### config.mk
export PLATFORM = sky130hd
export DESIGN_NAME = button_event_ctrl
export DESIGN_NICKNAME = d
export VERILOG_FILES = /design/src/rtl/button_event_ctrl.sv
export SDC_FILE = /design/constraint.sdc
export NUM_CORES = 1
export LEC_CHECK = 0
export ABC_AREA = 1
export BUFFER_PORTS_ARGS = -buffer_cell sky130_fd_sc_hd__buf_2
export CORE_ASPECT_RATIO = 2
export CORE_UTILIZATION = 55
export DETAILED_ROUTE_END_ITERATION = 8
export PLACE_DENSITY = 0.69
export SLEW_MARGIN = 10
export SYNTH_ARGS = -nofsm -noshare
export SYNTH_HDL_FRONTEND = slang
export SYNTH_SLANG_ARGS = --single-unit
### constraint.sdc
create_clock -name clk -period 3.9 [get_ports clk]
set_clock_uncertainty 0.15 [all_clocks]
set_input_delay 0.78 -clock clk [delete_from_list [all_inputs] [get_ports clk]]
set_output_delay 0.78 -clock clk [all_outputs]
set_load 0.03 [all_outputs]
### src/rtl/button_event_ctrl.sv
// Debounce controller and event scheduler for N push-buttons. Press, release and long-press
// events are arbitrated round-robin into a small FIFO with a valid/ready output.
module button_event_ctrl #(
    parameter int unsigned N_BTN      = 4,
    parameter int unsigned TICK_DIV   = 250000,
    parameter int unsigned STABLE_CNT = 4,
    parameter int unsigned LONG_CNT   = 400,
    parameter int unsigned FIFO_DEPTH = 4
) (
    input  logic                     clk,
    input  logic                     rst,
    input  logic [N_BTN-1:0]         btn_n,
    output logic                     evt_valid,
    input  logic                     evt_ready,
    output logic [$clog2(N_BTN)-1:0] evt_id,
    output logic [1:0]               evt_type,
    output logic [N_BTN-1:0]         btn_state,
    output logic                     overflow
);
    localparam int unsigned ID_W   = $clog2(N_BTN);
    localparam int unsigned SUM_W  = ID_W + 1;
    localparam int unsigned TICK_W = (TICK_DIV > 1) ? $clog2(TICK_DIV) : 1;
    localparam int unsigned STAB_W = $clog2(STABLE_CNT);
    localparam int unsigned HOLD_W = $clog2(LONG_CNT + 1);
    localparam int unsigned PTR_W  = $clog2(FIFO_DEPTH);
    localparam int unsigned CNT_W  = PTR_W + 1;

    localparam logic [1:0] TYPE_PRESS   = 2'b01;
    localparam logic [1:0] TYPE_RELEASE = 2'b10;
    localparam logic [1:0] TYPE_LONG    = 2'b11;

    logic [N_BTN-1:0]  sync1, sync2, raw_c;
    logic [TICK_W-1:0] tick_cnt;
    logic              tick_c;

    logic [STAB_W-1:0] stab_cnt   [N_BTN];
    logic [STAB_W-1:0] stab_nxt_c [N_BTN];
    logic [HOLD_W-1:0] hold_cnt   [N_BTN];
    logic [HOLD_W-1:0] hold_nxt_c [N_BTN];
    logic [N_BTN-1:0]  state_nxt_c, press_evt_c, rel_evt_c, long_evt_c;
    logic [N_BTN-1:0]  press_pend, rel_pend, long_pend;
    logic [N_BTN-1:0]  press_clr_c, rel_clr_c, long_clr_c;
    logic [N_BTN-1:0]  press_keep_c, rel_keep_c, long_keep_c;
    logic [N_BTN-1:0]  press_nxt_c, rel_nxt_c, long_nxt_c;
    logic              ovf_hit_c;

    logic [ID_W-1:0]   rr_ptr, rr_nxt_c, gnt_id_c, sel_c;
    logic [SUM_W-1:0]  sum_c;
    logic [1:0]        gnt_type_c;
    logic              grant_c, fifo_room_c;

    logic [ID_W-1:0]   mem_id   [FIFO_DEPTH];
    logic [1:0]        mem_type [FIFO_DEPTH];
    logic [PTR_W-1:0]  wr_ptr, rd_ptr, rd_nxt_c;
    logic [CNT_W-1:0]  fifo_cnt, cnt_nxt_c;
    logic              pop_c;
    logic [ID_W-1:0]   head_id_c;
    logic [1:0]        head_type_c;

    // Two-flop synchroniser; idle (released) level is 1.
    always_ff @(posedge clk) begin
        if (rst) begin
            sync1 <= '1;
            sync2 <= '1;
        end else begin
            sync1 <= btn_n;
            sync2 <= sync1;
        end
    end

    assign raw_c  = ~sync2;
    assign tick_c = (tick_cnt == TICK_W'(TICK_DIV - 1));

    always_ff @(posedge clk) begin
        if (rst || tick_c) tick_cnt <= '0;
        else               tick_cnt <= tick_cnt + TICK_W'(1);
    end

    // Per-button debounce and long-press hold counting.
    always_comb begin
        state_nxt_c = btn_state;
        press_evt_c = '0;
        rel_evt_c   = '0;
        long_evt_c  = '0;
        for (int unsigned i = 0; i < N_BTN; i++) begin
            stab_nxt_c[i] = stab_cnt[i];
            hold_nxt_c[i] = hold_cnt[i];
            if (tick_c) begin
                if (raw_c[i] == btn_state[i]) begin
                    stab_nxt_c[i] = '0;
                end else if (stab_cnt[i] == STAB_W'(STABLE_CNT - 1)) begin
                    stab_nxt_c[i]  = '0;
                    state_nxt_c[i] = raw_c[i];
                    press_evt_c[i] = raw_c[i];
                    rel_evt_c[i]   = ~raw_c[i];
                end else begin
                    stab_nxt_c[i] = stab_cnt[i] + STAB_W'(1);
                end
                if (btn_state[i] && (hold_cnt[i] < HOLD_W'(LONG_CNT))) begin
                    hold_nxt_c[i] = hold_cnt[i] + HOLD_W'(1);
                    long_evt_c[i] = (hold_cnt[i] == HOLD_W'(LONG_CNT - 1));
                end
            end
            if (!btn_state[i]) hold_nxt_c[i] = '0;
        end
    end

    // A grant frees its flag before a same-cycle new event is checked for collision.
    always_comb begin
        press_keep_c = press_pend & ~press_clr_c;
        rel_keep_c   = rel_pend & ~rel_clr_c;
        long_keep_c  = long_pend & ~long_clr_c;
        press_nxt_c  = press_keep_c | press_evt_c;
        rel_nxt_c    = rel_keep_c | rel_evt_c;
        long_nxt_c   = long_keep_c | long_evt_c;
        ovf_hit_c    = |((press_keep_c & press_evt_c) | (rel_keep_c & rel_evt_c) |
                         (long_keep_c & long_evt_c));
    end

    always_ff @(posedge clk) begin
        if (rst) begin
            for (int unsigned i = 0; i < N_BTN; i++) begin
                stab_cnt[i] <= '0;
                hold_cnt[i] <= '0;
            end
            btn_state  <= '0;
            press_pend <= '0;
            rel_pend   <= '0;
            long_pend  <= '0;
            overflow   <= 1'b0;
        end else begin
            for (int unsigned i = 0; i < N_BTN; i++) begin
                stab_cnt[i] <= stab_nxt_c[i];
                hold_cnt[i] <= hold_nxt_c[i];
            end
            btn_state  <= state_nxt_c;
            press_pend <= press_nxt_c;
            rel_pend   <= rel_nxt_c;
            long_pend  <= long_nxt_c;
            overflow   <= overflow | ovf_hit_c;
        end
    end

    assign fifo_room_c = (fifo_cnt < CNT_W'(FIFO_DEPTH));

    // Round-robin search from rr_ptr; within a button: press, long, release.
    always_comb begin
        grant_c     = 1'b0;
        gnt_id_c    = '0;
        gnt_type_c  = '0;
        press_clr_c = '0;
        long_clr_c  = '0;
        rel_clr_c   = '0;
        sum_c       = '0;
        sel_c       = '0;
        for (int unsigned k = 0; k < N_BTN; k++) begin
            sum_c = {1'b0, rr_ptr} + SUM_W'(k);
            if (sum_c >= SUM_W'(N_BTN)) sum_c = sum_c - SUM_W'(N_BTN);
            sel_c = sum_c[ID_W-1:0];
            if (!grant_c && fifo_room_c &&
                (press_pend[sel_c] || long_pend[sel_c] || rel_pend[sel_c])) begin
                grant_c  = 1'b1;
                gnt_id_c = sel_c;
                if (press_pend[sel_c]) begin
                    gnt_type_c         = TYPE_PRESS;
                    press_clr_c[sel_c] = 1'b1;
                end else if (long_pend[sel_c]) begin
                    gnt_type_c        = TYPE_LONG;
                    long_clr_c[sel_c] = 1'b1;
                end else begin
                    gnt_type_c       = TYPE_RELEASE;
                    rel_clr_c[sel_c] = 1'b1;
                end
            end
        end
        rr_nxt_c = rr_ptr;
        if (grant_c) begin
            rr_nxt_c = (gnt_id_c == ID_W'(N_BTN - 1)) ? '0 : gnt_id_c + ID_W'(1);
        end
    end

    assign pop_c = evt_valid & evt_ready;

    // Next head is looked up ahead of time so the output fields are plain flops.
    always_comb begin
        rd_nxt_c  = pop_c ? rd_ptr + PTR_W'(1) : rd_ptr;
        cnt_nxt_c = fifo_cnt;
        if (grant_c && !pop_c)      cnt_nxt_c = fifo_cnt + CNT_W'(1);
        else if (!grant_c && pop_c) cnt_nxt_c = fifo_cnt - CNT_W'(1);
        if (grant_c && (wr_ptr == rd_nxt_c)) begin
            head_id_c   = gnt_id_c;
            head_type_c = gnt_type_c;
        end else begin
            head_id_c   = mem_id[rd_nxt_c];
            head_type_c = mem_type[rd_nxt_c];
        end
    end

    always_ff @(posedge clk) begin
        if (rst) begin
            for (int unsigned j = 0; j < FIFO_DEPTH; j++) begin
                mem_id[j]   <= '0;
                mem_type[j] <= '0;
            end
            wr_ptr    <= '0;
            rd_ptr    <= '0;
            fifo_cnt  <= '0;
            rr_ptr    <= '0;
            evt_valid <= 1'b0;
            evt_id    <= '0;
            evt_type  <= '0;
        end else begin
            if (grant_c) begin
                mem_id[wr_ptr]   <= gnt_id_c;
                mem_type[wr_ptr] <= gnt_type_c;
                wr_ptr           <= wr_ptr + PTR_W'(1);
            end
            rd_ptr    <= rd_nxt_c;
            fifo_cnt  <= cnt_nxt_c;
            rr_ptr    <= rr_nxt_c;
            evt_valid <= (cnt_nxt_c != '0);
            evt_id    <= head_id_c;
            evt_type  <= head_type_c;
        end
    end

endmodule

==> impl_metrics.yaml <==
timing:
  setup_ws_ns: 0.638
  slew_headroom: 0.440
  finalSetupViolCount: 0
  hold_viol_final: 0
  fmax_mhz: 307
  fin_crit_sh: 0.836
  tightest_slew_ns: 0.836
  rsz0062_at_grt: "false"
  min_period_ns: 3.26
  final.setup.tns_ns: 0
  final_max_slew_viol_count: 0
drt:
  vias: 5961
  drtIter0Drc: 296
  final_antenna_net_count: 0
  first_pass_iters: 6
  drc: 0
  viasPerCell: 5.53
  routed_wl_um: 16000
  wl_per_cell_um: 14.8
worst_setup_path:
  rr_endpoint: "mem_id[3][1]"
  r2r_setup_slack_ns: 0.64
  worstSetupPathType: "reg2reg"
  worstPathRequired_ns: 3.80
  cp.arrival_ns: 3.16
  cp-start-kind: "register"
  crit_path_end_kind: "register"
  cp_max_fo: 15
  r2r_cells: 15
floorplan:
  initial_core_util: 0.571
  die_h_um: 153
  core_area_um2: 11000
  die_w_um: 77.6
  ios: 17
  die_area_um2: 11900
  rows: 54
placement:
  pre_cts_ws_ns: 0.655
  dp_hpwl_um: 12300
  portBuffers: 16
  gp_congestion: 0.905
  postPlaceCellArea_um2: 6510
outcome:
  status: "complete, no violations"
logic_synthesis:
  synth-warning-count: 0
  synth_fp_nets: 921
  yosysTopAreaCell: "dfxtp_1"
  ys_seq_area_frac: 0.398
  synth.area.top_cells: "dfxtp_1 (32%), nand2_1 (12%), edfxtp_1 (7.6%)"
  synthArstFlopShare: 0
  syn-cell-area_um2: 6290
  synth-main-ff-cell: "dfxtp_1"
  synth.avg_cell_area_um2: 7.00
  ys_types: 51
  synthCells: 899
  synth_edf_count: 16
  synth_compound_area_frac: 0.105
  netlist.area_leader.share: 0.321
  synth-simple-area-share: 0.368
  synth_mux_area_frac: 0
  synthXorXnorAreaFrac: 0.0109
  ys_ff_latch: 117
  synth_top_family_by_area: "simple AND/OR/NAND/NOR gates"
  synthAdderAreaFrac: 0.0298
cells_and_area:
  fillers: 987
  finalInstanceArea_um2: 7120
  area_delta_synth_final_pct: 13.1
  num_antenna_cells: 0
  nets: 946
  drive_gt1_frac: 0.113
  post-route-util: 0.646
power:
  max-vdd-ir-drop_v: 0.000472
  p_leak_nw: 2.97
  power_density_nw_per_um2: 692
global_route:
  antenna_found_initial: 0
  grt_max_degree: 30
  grt_pass1_vias: 5886
  overflow: 0
  grt_pass1_wl_um: 25900
  grt_use_total: 0.279
worst_hold_path:
  min_from: "sync1[1]"
  min_to: "sync2[1]"
  worstHoldPathCells: 1
  holdCritPathClass: "reg2reg"
clocking:
  cts_made_buffers: 17
  cts_tree: "built"
  cts_resized: 0
  htree_levels: 4
  clockBufferDepth: 2
  clk_latency_ns: 0.42
  ctsRootBufferMaster: "clkbuf_16"
  post_cts_buffers: 0
  cts_hold_buf: 0
  clkSinkCount: 117
  clkTransAtPathRegs_ns: 0.06
job:
  cap_violations: 0
## worst max-delay path: stages (launching register included)
cell,delay (ns)
dfxtp_1,0.37
inv_4,0.11
ha_1,0.42
inv_2,0.17
nand3_1,0.09
nand2_1,0.18
nand3_4,0.14
o21ai_4,0.24
nand2_2,0.10
inv_2,0.09
nand2_4,0.08
nand2_8,0.11
inv_2,0.05
nand2_2,0.07
inv_1,0.05
nor3_1,0.48
## layer usage
metal / vias to the layer above / track usage / wire, µm / share of wire
met4: 0 / 0.164 / 719 / 0.045
li1: 2985 / - / - / -
met2: 128 / 0.557 / 9100 / 0.57
met1: 2797 / 0.248 / 5710 / 0.36
met3: 51 / 0.0501 / 434 / 0.027
met5: - / 0 / 0 / 0
## cell type report
cell class              count  area (µm²)  share of cell area
multi-input cells         641        3230               0.454
clock buffers              18         429              0.0603
flip-flops and latches    117        2500               0.352
inverters                 124         468              0.0657
clock inverters            14         176              0.0248
well taps                 140         175              0.0246
repair buffers             23         133              0.0186
## metrics by stage
step | total power, mW | std cells | hold WS (ns)
after floorplan | 2.88 | 899 | 0.239
after global placement | 3.30 | 1045 | 0.245
after detailed placement | 3.31 | 1045 | 0.245
after CTS | 4.91 | 1077 | 0.257
after global routing | 5.15 | 1077 | 0.271
final | 4.93 | 1077 | 0.257
## worst max-delay path by stage
stage / to / slack [ns] / cells after the start
2_1_floorplan: mem_id[3][0] / 0.89 / 17
3_3_place_gp: mem_type[3][1] / 0.78 / 15
3_5_place_dp: mem_type[3][1] / 0.65 / 15
4_1_cts: mem_id[3][1] / 0.64 / 15
5_1_grt: mem_id[3][1] / 0.42 / 15
6_report: mem_id[3][1] / 0.64 / 15
## logic make-up after synthesis
kind of cell    after synthesis
simple gates                508
buf+inv                     141
flops                       117
compound gates              111
fa+ha+maj                    15
xor+xnor                      7
## cells in the mapped netlist, types with 3 or more instances
master / number
buf_2: 4
nor3b_1: 7
o21ba_2: 3
o41ai_1: 4
o211ai_1: 3
nand2_1: 209
inv_1: 115
nand2_2: 11
o22ai_1: 3
nor2_4: 3
nor2_1: 122
clkbuf_1: 9
nand3_1: 79
o21a_1: 3
a21oi_1: 48
inv_2: 6
nor2_2: 5
xor2_1: 4
ha_1: 15
edfxtp_1: 16
dfxtp_1: 101
o21ai_0: 30
nor4_1: 4
o21ai_1: 4
a32o_1: 4
or2_2: 10
nand4_1: 18
nor3_1: 28
## placed cells by master, fill, tap and decap left out, types with 4 or more instances in the layout
cell type	instances
a32o_1	4
nor3b_1	7
buf_4	7
o21ai_0	30
nand2_1	209
o21ai_1	4
nor2_2	5
nor2_1	122
nor3_1	28
nand2_2	11
xor2_1	4
o41ai_1	4
buf_2	16
dfxtp_1	101
nand3_1	79
nand4_1	18
ha_1	15
clkinv_4	4
or2_2	10
nor4_1	4
edfxtp_1	16
clkbuf_16	17
inv_1	115
a21oi_1	48
inv_2	6
## report_power, final
group | switching [mW] | total [mW] | leakage [nW] | internal (mW)
logic | 1.38 | 1.90 | 1.70 | 0.519
registers | 0.0614 | 1.44 | 0.985 | 1.38
clock network | 0.580 | 1.59 | 0.291 | 1.01
## flip-flops by register name, indices dropped and copies added, names as in the netlist, named ones only
name        cells
sync1           4
rr_ptr          1
rel_pend        4
evt_type        2
hold_cnt       36
long_pend       4
sync2           4
btn_state       4
overflow        1
fifo_cnt        3
wr_ptr          2
rd_ptr          2
mem_id          8
press_pend      4
mem_type        8
tick_cnt       18
evt_valid       1
evt_id          2
stab_cnt        8
(Power assumes the default switching activity.)
